$ cat src/rtl/reg_writeback_unit_pkg.sv
// Shared encodings for the writeback stage: result sources, load sizes,
// FSM states and the hard-wired zero register.
package wb_pkg;

  localparam logic [1:0] SRC_ALU  = 2'b00;
  localparam logic [1:0] SRC_LOAD = 2'b01;
  localparam logic [1:0] SRC_LINK = 2'b10;

  localparam logic [1:0] LS_BYTE = 2'b00;
  localparam logic [1:0] LS_HALF = 2'b01;
  localparam logic [1:0] LS_WORD = 2'b10;

  localparam logic [4:0] REG_ZERO = 5'd0;

  typedef enum logic [0:0] {
    WB_IDLE     = 1'b0,
    WB_MEM_WAIT = 1'b1
  } wb_state_e;

  // A load is misaligned when its byte offset does not fit its size;
  // the reserved size encoding is always treated as misaligned.
  function automatic logic load_misaligned(input logic [1:0] size,
                                           input logic [1:0] offset);
    logic mis;
    case (size)
      LS_BYTE: mis = 1'b0;
      LS_HALF: mis = offset[0];
      LS_WORD: mis = (offset != 2'b00);
      default: mis = 1'b1;
    endcase
    return mis;
  endfunction

endpackage

$ cat src/rtl/reg_writeback_unit_load_align.sv
// Little-endian lane select and sign/zero extension of a load word.
module load_align
  import wb_pkg::*;
(
  input  logic [31:0] rdata,
  input  logic [1:0]  offset,
  input  logic [1:0]  size,
  input  logic        is_unsigned,
  output logic [31:0] data
);

  logic [7:0]  byte_lane;
  logic [15:0] half_lane;

  // Pick the addressed byte/half lane and extend it to 32 bits.
  always_comb begin
    case (offset)
      2'b00:   byte_lane = rdata[7:0];
      2'b01:   byte_lane = rdata[15:8];
      2'b10:   byte_lane = rdata[23:16];
      2'b11:   byte_lane = rdata[31:24];
      default: byte_lane = 8'h00;
    endcase
    if (offset[1]) begin
      half_lane = rdata[31:16];
    end else begin
      half_lane = rdata[15:0];
    end
    case (size)
      LS_BYTE: data = {{24{byte_lane[7] & ~is_unsigned}}, byte_lane};
      LS_HALF: data = {{16{half_lane[15] & ~is_unsigned}}, half_lane};
      LS_WORD: data = rdata;
      default: data = rdata;
    endcase
  end

endmodule

$ cat src/rtl/reg_writeback_unit.sv
// Writeback stage: owns the register-file write port, sources results from
// ALU, link address or a data-memory load, and exposes the in-flight dest.
module reg_writeback_unit
  import wb_pkg::*;
#(
  parameter int MEM_TIMEOUT = 255
) (
  input  logic        clk,
  input  logic        rst_n,
  input  logic        in_valid,
  output logic        in_ready,
  input  logic        in_wr_req,
  input  logic [4:0]  in_dest,
  input  logic [1:0]  in_src_sel,
  input  logic [31:0] in_alu_result,
  input  logic [31:0] in_link_addr,
  input  logic [1:0]  in_load_size,
  input  logic        in_load_unsigned,
  output logic        mem_req,
  output logic [31:0] mem_addr,
  input  logic        mem_ack,
  input  logic [31:0] mem_rdata,
  output logic        rf_write_en,
  output logic [4:0]  rf_write_addr,
  output logic [31:0] rf_write_data,
  output logic        pending_valid,
  output logic [4:0]  pending_dest,
  output logic        err
);

  localparam logic [7:0] TO_LAST = 8'(MEM_TIMEOUT - 1);

  wb_state_e   state_q, state_d;
  logic        mem_req_q, mem_req_d;
  logic [31:0] mem_addr_q, mem_addr_d;
  logic        rf_we_q, rf_we_d;
  logic [4:0]  rf_waddr_q, rf_waddr_d;
  logic [31:0] rf_wdata_q, rf_wdata_d;
  logic        pend_v_q, pend_v_d;
  logic [4:0]  pend_dest_q, pend_dest_d;
  logic        err_q, err_d;
  logic [7:0]  cnt_q, cnt_d;
  logic [4:0]  ld_dest_q, ld_dest_d;
  logic [1:0]  ld_size_q, ld_size_d;
  logic        ld_uns_q, ld_uns_d;
  logic [1:0]  ld_off_q, ld_off_d;
  logic        ld_wr_q, ld_wr_d;

  logic        accept;
  logic        in_will_write;
  logic        in_misaligned;
  logic        timeout;
  logic [31:0] ld_data;

  load_align u_load_align (
    .rdata       (mem_rdata),
    .offset      (ld_off_q),
    .size        (ld_size_q),
    .is_unsigned (ld_uns_q),
    .data        (ld_data)
  );

  assign accept        = in_valid & in_ready;
  assign in_will_write = in_wr_req & (in_dest != REG_ZERO);
  assign in_misaligned = load_misaligned(in_load_size, in_alu_result[1:0]);
  assign timeout       = (cnt_q == TO_LAST);

  // FSM state register; reset aborts any outstanding load immediately.
  always_ff @(posedge clk or negedge rst_n) begin
    if (!rst_n) begin
      state_q <= WB_IDLE;
    end else begin
      state_q <= state_d;
    end
  end

  // Next state: only an aligned load leaves IDLE; ack or timeout returns.
  always_comb begin
    state_d = state_q;
    case (state_q)
      WB_IDLE: begin
        if (accept && (in_src_sel == SRC_LOAD) && !in_misaligned) begin
          state_d = WB_MEM_WAIT;
        end else begin
          state_d = WB_IDLE;
        end
      end
      WB_MEM_WAIT: begin
        if (mem_ack || timeout) begin
          state_d = WB_IDLE;
        end else begin
          state_d = WB_MEM_WAIT;
        end
      end
      default: state_d = WB_IDLE;
    endcase
  end

  // FSM output: execute may hand over an instruction only while idle.
  always_comb begin
    if (state_q == WB_IDLE) begin
      in_ready = 1'b1;
    end else begin
      in_ready = 1'b0;
    end
  end

  // Datapath next values: write strobe, memory request, hazard tracking.
  always_comb begin
    mem_req_d   = mem_req_q;
    mem_addr_d  = mem_addr_q;
    rf_we_d     = 1'b0;
    rf_waddr_d  = rf_waddr_q;
    rf_wdata_d  = rf_wdata_q;
    pend_v_d    = 1'b0;
    pend_dest_d = pend_dest_q;
    err_d       = 1'b0;
    cnt_d       = cnt_q;
    ld_dest_d   = ld_dest_q;
    ld_size_d   = ld_size_q;
    ld_uns_d    = ld_uns_q;
    ld_off_d    = ld_off_q;
    ld_wr_d     = ld_wr_q;
    case (state_q)
      WB_IDLE: begin
        if (accept) begin
          case (in_src_sel)
            SRC_ALU, SRC_LINK: begin
              rf_we_d     = in_will_write;
              rf_waddr_d  = in_dest;
              rf_wdata_d  = (in_src_sel == SRC_LINK) ? in_link_addr : in_alu_result;
              pend_v_d    = in_will_write;
              pend_dest_d = in_dest;
            end
            SRC_LOAD: begin
              if (in_misaligned) begin
                err_d = 1'b1;
              end else begin
                mem_req_d   = 1'b1;
                mem_addr_d  = {in_alu_result[31:2], 2'b00};
                cnt_d       = 8'd0;
                ld_dest_d   = in_dest;
                ld_size_d   = in_load_size;
                ld_uns_d    = in_load_unsigned;
                ld_off_d    = in_alu_result[1:0];
                ld_wr_d     = in_will_write;
                pend_v_d    = in_will_write;
                pend_dest_d = in_dest;
              end
            end
            default: begin
              rf_we_d = 1'b0;
            end
          endcase
        end else begin
          rf_we_d = 1'b0;
        end
      end
      WB_MEM_WAIT: begin
        if (mem_ack) begin
          mem_req_d  = 1'b0;
          rf_we_d    = ld_wr_q;
          rf_waddr_d = ld_dest_q;
          rf_wdata_d = ld_data;
          pend_v_d   = ld_wr_q;
        end else if (timeout) begin
          mem_req_d = 1'b0;
          err_d     = 1'b1;
          pend_v_d  = 1'b0;
        end else begin
          pend_v_d = pend_v_q;
          cnt_d    = (cnt_q == 8'hFF) ? cnt_q : (cnt_q + 8'd1);
        end
      end
      default: begin
        mem_req_d = 1'b0;
      end
    endcase
  end

  // Datapath registers; every output is driven straight from a flop.
  always_ff @(posedge clk or negedge rst_n) begin
    if (!rst_n) begin
      mem_req_q   <= 1'b0;
      mem_addr_q  <= 32'd0;
      rf_we_q     <= 1'b0;
      rf_waddr_q  <= 5'd0;
      rf_wdata_q  <= 32'd0;
      pend_v_q    <= 1'b0;
      pend_dest_q <= 5'd0;
      err_q       <= 1'b0;
      cnt_q       <= 8'd0;
      ld_dest_q   <= 5'd0;
      ld_size_q   <= 2'b00;
      ld_uns_q    <= 1'b0;
      ld_off_q    <= 2'b00;
      ld_wr_q     <= 1'b0;
    end else begin
      mem_req_q   <= mem_req_d;
      mem_addr_q  <= mem_addr_d;
      rf_we_q     <= rf_we_d;
      rf_waddr_q  <= rf_waddr_d;
      rf_wdata_q  <= rf_wdata_d;
      pend_v_q    <= pend_v_d;
      pend_dest_q <= pend_dest_d;
      err_q       <= err_d;
      cnt_q       <= cnt_d;
      ld_dest_q   <= ld_dest_d;
      ld_size_q   <= ld_size_d;
      ld_uns_q    <= ld_uns_d;
      ld_off_q    <= ld_off_d;
      ld_wr_q     <= ld_wr_d;
    end
  end

  assign mem_req       = mem_req_q;
  assign mem_addr      = mem_addr_q;
  assign rf_write_en   = rf_we_q;
  assign rf_write_addr = rf_waddr_q;
  assign rf_write_data = rf_wdata_q;
  assign pending_valid = pend_v_q;
  assign pending_dest  = pend_dest_q;
  assign err           = err_q;

endmodule

$ cat config.mk
export PLATFORM = sky130hd
export DESIGN_NAME = reg_writeback_unit
export DESIGN_NICKNAME = d
export VERILOG_FILES = /design/src/rtl/reg_writeback_unit_pkg.sv /design/src/rtl/reg_writeback_unit_load_align.sv /design/src/rtl/reg_writeback_unit.sv
export SDC_FILE = /design/constraint.sdc
export NUM_CORES = 1
export LEC_CHECK = 0
export ABC_AREA = 1
export BUFFER_PORTS_ARGS = -buffer_cell sky130_fd_sc_hd__buf_2
export CAP_MARGIN = 20
export CORE_MARGIN = 2
export CORE_UTILIZATION = 45
export CTS_BUF_LIST = sky130_fd_sc_hd__clkbuf_4
export CTS_CLUSTER_DIAMETER = 60
export DETAILED_ROUTE_END_ITERATION = 8
export PLACE_DENSITY = 0.82
export SLEW_MARGIN = 20
export SYNTH_ARGS = -nofsm -noshare
export SYNTH_HDL_FRONTEND = slang
export SYNTH_HIERARCHICAL = 1
export SYNTH_SLANG_ARGS = --single-unit
$ cat constraint.sdc
create_clock -name clk -period 1.8 [get_ports clk]
set_input_delay 0.45 -clock clk [delete_from_list [all_inputs] [get_ports clk]]
set_output_delay 0.45 -clock clk [all_outputs]
set_load 0.05 [all_outputs]
# After elaboration in Yosys (flattened, before gate mapping)
# Cells that the tools add are included.
[classes] n_addsub=1 n_eq_ne=20 bitwise=7 muxes=47 n_reduce_logical=17
[ops] op="two-way mux 32 bit" n=4
[ops] op="one-hot mux 32 bit (2 select lines)" n=2
[ops] op="two-way mux 8 bit" n=6
[ops] op="one-hot mux 8 bit (4 select lines)" n=1
[ops] op="two-way mux 5 bit" n=4
[ops] op="one-hot mux 5 bit (2 select lines)" n=2
[ops] op="two-way mux 1 bit" n=19
[ops] op="equality test 8 bit, second input constant" n=2
[ops] op="two-way mux 16 bit" n=1
[ops] op="inequality test 2 bit, second input constant" n=8
[ops] op="one-hot mux 8 bit (2 select lines)" n=1
[ops] op="one-hot mux 1 bit (2 select lines)" n=6
[ops] op="AND reduction 4 bit" n=3
[ops] op="adder 8 x 1 -> 8 bit, second input constant" n=1
[ops] op="equality test 2 x 1 -> 1 bit, second input constant" n=4
[ops] op="equality test 2 bit, second input constant" n=4
[ops] op="logical NOT 2 bit" n=4
[ops] op="AND reduction 6 bit" n=1
[ops] op="nonzero test 5 bit" n=1
[ops] op="bitwise AND 1 bit" n=4
[ops] op="nonzero test 2 bit" n=2
[ops] op="inequality test 3 x 2 -> 1 bit, second input constant" n=1
[ops] op="NOT 1 bit" n=3
[ops] op="one-hot mux 1 bit (3 select lines)" n=1
[ops] op="6 further kinds" n=7
[word_totals] word_cells=107 regBits=96 output_inout_bits=79 inputBits=111

# Depth between registers and ports, before layout
[depth] word_depth=6 mapped_depth=10 mapped_depth_nobuf=9

# Hierarchy
# Netlist, hierarchy kept.
[modules_own_cells] mod="reg_writeback_unit" area_per_inst_um2=4675.7 seq_area_each_um2=2402.3 cells_per_inst=584 instances=1
[modules_own_cells] mod="load_align" area_per_inst_um2=879.6 seq_area_each_um2=0.0 cells_per_inst=169 instances=1

# Worst setup path after synthesis
# OpenSTA, ideal clock, no wires.
[synth_timing] path_type="reg2out" startpoint="register state_q" endpoint="output port in_ready" path_stages_with_launch=4 required_time_ns=1.350 n_path_buf=2 arrival_ns=1.019 slack_ns=0.331 cell_sequence="dfrtp_1 inv_2 buf_2 buf_2"
[synth_via] elab_chain_len=1
[synth_rtl] element="from (decl)" line_no="reg_writeback_unit.sv:33" source="wb_state_e state_q, state_d;"
[synth_rtl] element="from (signal assigned)" line_no="reg_writeback_unit.sv:73" source="state_q <= state_d;"
[synth_rtl] element="two-way mux 1 bit" line_no="reg_writeback_unit.sv:101" source="if (state_q == WB_IDLE) begin"
[synth_rtl] element="to (decl)" line_no="reg_writeback_unit.sv:11" source="output logic in_ready,"
# No other way between the ends.

# Final worst setup path
# Ends and elaborated chain as after synthesis.

==> flow_summary.ini <==
[detailed_routing]
routed_wl_um = 17000
num_vias = 5690
drcViolationCount = 0
detail_route.wl_per_cell_um = 15.6
drtIter0Drc = 396
ant_nets = 0
drt_pre_antenna_iters = 4
viasPerCell = 5.23

[power_and_ir_drop]
power_density_mw_per_mm2 = 1120
max-vdd-ir-drop_mv = 0.535
finalPower_uw = 7610
p_leak_uw = 0.00375

[worst_setup_path]
cp-start-kind = register
critPathCapture = in_ready
critical_path_arrival_ns = 1.27
r2r-start = ld_off_q[1]$_DFFE_PN0P_
ff2ff_path_depth = 8
startpoint = state_q$_DFF_PN0_
r2r-end = rf_write_data[15]$_DFFE_PN0P_
cp-end-kind = output port
r2r_slack_ns = 0.12
cp.required_ns = 1.35
path_max_fanout = 11
worstSetupPathType = register to output port

[logic_synthesis]
ys_async_sr_fraction_pct = 100
syn-cell-area_mm2 = 0.00556
ys_seq_area_share_pct = 43.2
avgSynthCellArea_um2 = 7.38
syn_inst = 753
ys_types = 30
synth_edf_count = 0
synth_ff_type = dfrtp_1
ys_seq_elements = 96
yosysWarnings = 6

[finish]
drive_above_1_share_pct = 28.7
finalInstanceArea_mm2 = 0.00682
nFillCells = 1157
syn2layout_area_growth_pct = 22.7
finalNetCount = 1048
antennaDiodeCount = 0

[floorplanning]
start_util_pct = 46.3
io_pins = 190
dieHeight_um = 115
coreArea_mm2 = 0.0120
num_rows = 40
die_w_um = 115
die_area_mm2 = 0.0133

[global_routing]
grt-ovfl-total = 0
antenna_found_initial = 0
grt_use_met1_pct = 31.7
grt_pass1_vias = 5403
grt-busiest-layer = met2
grt.total_usage_pct = 26.0
grt_use_met2_pct = 44.2
gr-usage-met3_pct = 5.01
grt_start_max_net_pins = 65
grt_pass1_wl_um = 26600

[timing]
setup_tns_ns = 0
finalMaxSlewViolations = 0
hold_violations = 0
min_period_over_period_pct = 95.7
hold_slack_ns = 0.180
setup_viol = 0
skew_ns = 0.0279
tightest_slew_ns = 0.504
rsz0062_at_grt = no
layout_setup_ws_ns = 0.0770
fmax_ghz = 0.580
maxSlewHeadroom_pct = 66.4
fin_crit_ns = 1.72

[place]
placed_area_mm2 = 0.00664
hpwl_um = 12900
pre_cts_slack_ns = 0.0852
port_buffers = 187
gp_congestion = 0.945

[cts]
clock_latency_ns = 0.49
cts_root_buf = clkbuf_4
clk_pin_slew_worst_paths_ns = 0.16
h-tree-depth = 3
numCtsBuffers = 9
cts_tree = built
cts.sinks = 96
clk_path_buf_depth = 2

[outcome]
status = completed

[flow_run]
max_cap_viol_count = 0

[min_path]
min_path_type = input pin to register
## through the flow
stage | utilization, % | std cells
after floorplan | - | 754
after global placement | 55.3 | 1069
after detailed placement | 55.3 | 1069
after CTS | 56.6 | 1087
after global routing | 56.7 | 1087
final | 56.7 | 1087
## placed cells by master, fill, tap and decap left out, types with 4 or more instances in the layout
cell / n
nor2_1: 69
o21bai_1: 8
nand3_2: 22
a31oi_1: 5
buf_4: 20
inv_1: 62
nor2_4: 4
o21ai_0: 61
o21ai_1: 24
buf_2: 185
nand2_2: 6
a21oi_1: 45
o211ai_1: 13
dfrtp_1: 95
buf_12: 5
nand2_1: 234
nand3_1: 43
clkbuf_4: 9
## synthesized netlist by cell type, drive strengths merged, types with 5 or more instances
library cell | count | area share (%)
a21oi | 47 | 4.4
a31oi | 5 | 0.56
buf | 37 | 4.6
clkbuf | 6 | 0.41
dfrtp | 96 | 43
inv | 65 | 4.4
nand2 | 242 | 17
nand3 | 66 | 8.2
nor2 | 74 | 5.6
o211ai | 13 | 1.8
o21ai | 86 | 7.7
o21bai | 8 | 1.1
## logic make-up after synthesis
logic type      share of synthesized area [%]
simple gates                             30.7
compound gates                           15.5
buf+inv                                  9.50
flops                                    43.2
xor+xnor                                0.473
fa+ha+maj                               0.450
other cells                            0.0675
## report_power, final
| group | switching [uW] | internal (uW) | total [uW] |
|---|---|---|---|
| clock | 796 | 424 | 1220 |
| sequential | 274 | 2590 | 2860 |
| combinational | 2570 | 958 | 3530 |
## what timing repair did
item | 4_1_cts | 5_1_grt
endpoints found under the hold margin | 12 | 0
pin swaps | 0 | 0
setup buffers | 1 | 0
hold buffers | 1 | 0
setup endpoints to repair | 1 | 14
resized for setup | 3 | 3
## registers in the layout, indices dropped and copies added (netlist names)
signal and cells:
cnt_q 8, ld_dest_q 5, err 1, state_q 1, pending_valid 1, rf_write_data 32
ld_size_q 2, ld_off_q 2, ld_wr_q 1, rf_write_addr 5, ld_uns_q 1, rf_write_en 1
mem_req 1, mem_addr 30, pending_dest 5
## how the worst min path moves through the flow
stage                                   to  depth (start not counted)  startpoint  slack [ns]
2_1_floorplan         cnt_q[0]$_DFFE_PN0P_                          0       rst_n        0.15
3_3_place_gp      mem_addr[21]$_DFFE_PN0P_                          1       rst_n        0.32
3_5_place_dp      mem_addr[21]$_DFFE_PN0P_                          1       rst_n        0.32
4_1_cts        pending_dest[4]$_DFFE_PN0P_                          3  in_dest[4]        0.15
5_1_grt        pending_dest[2]$_DFFE_PN0P_                          3  in_dest[2]        0.18
6_report       pending_dest[4]$_DFFE_PN0P_                          3  in_dest[4]        0.18
## worst max-delay path, cell delays in order, from the launching register on
cell     delay (ns)
dfrtp_2        0.46
inv_4          0.15
buf_6          0.18
## layer usage
| layer | share of wire (%) | routed length [um] |
|---|---|---|
| met5 | 0 | 0 |
| met4 | 3.3 | 562 |
| met3 | 6.5 | 1110 |
| met2 | 49 | 8250 |
| met1 | 42 | 7040 |
## final cells by class
cell class | instances | area (um2) | share of cell area [%]
Clock buffer | 9 | 67.6 | 0.991
Clock inverter | 7 | 68.8 | 1.01
Inverter | 66 | 250 | 3.67
Multi-Input combinational cell | 549 | 2630 | 38.6
Sequential cell | 96 | 2400 | 35.3
Tap cell | 147 | 184 | 2.70
Timing Repair Buffer | 213 | 1210 | 17.7
(Power assumes the default switching activity.)
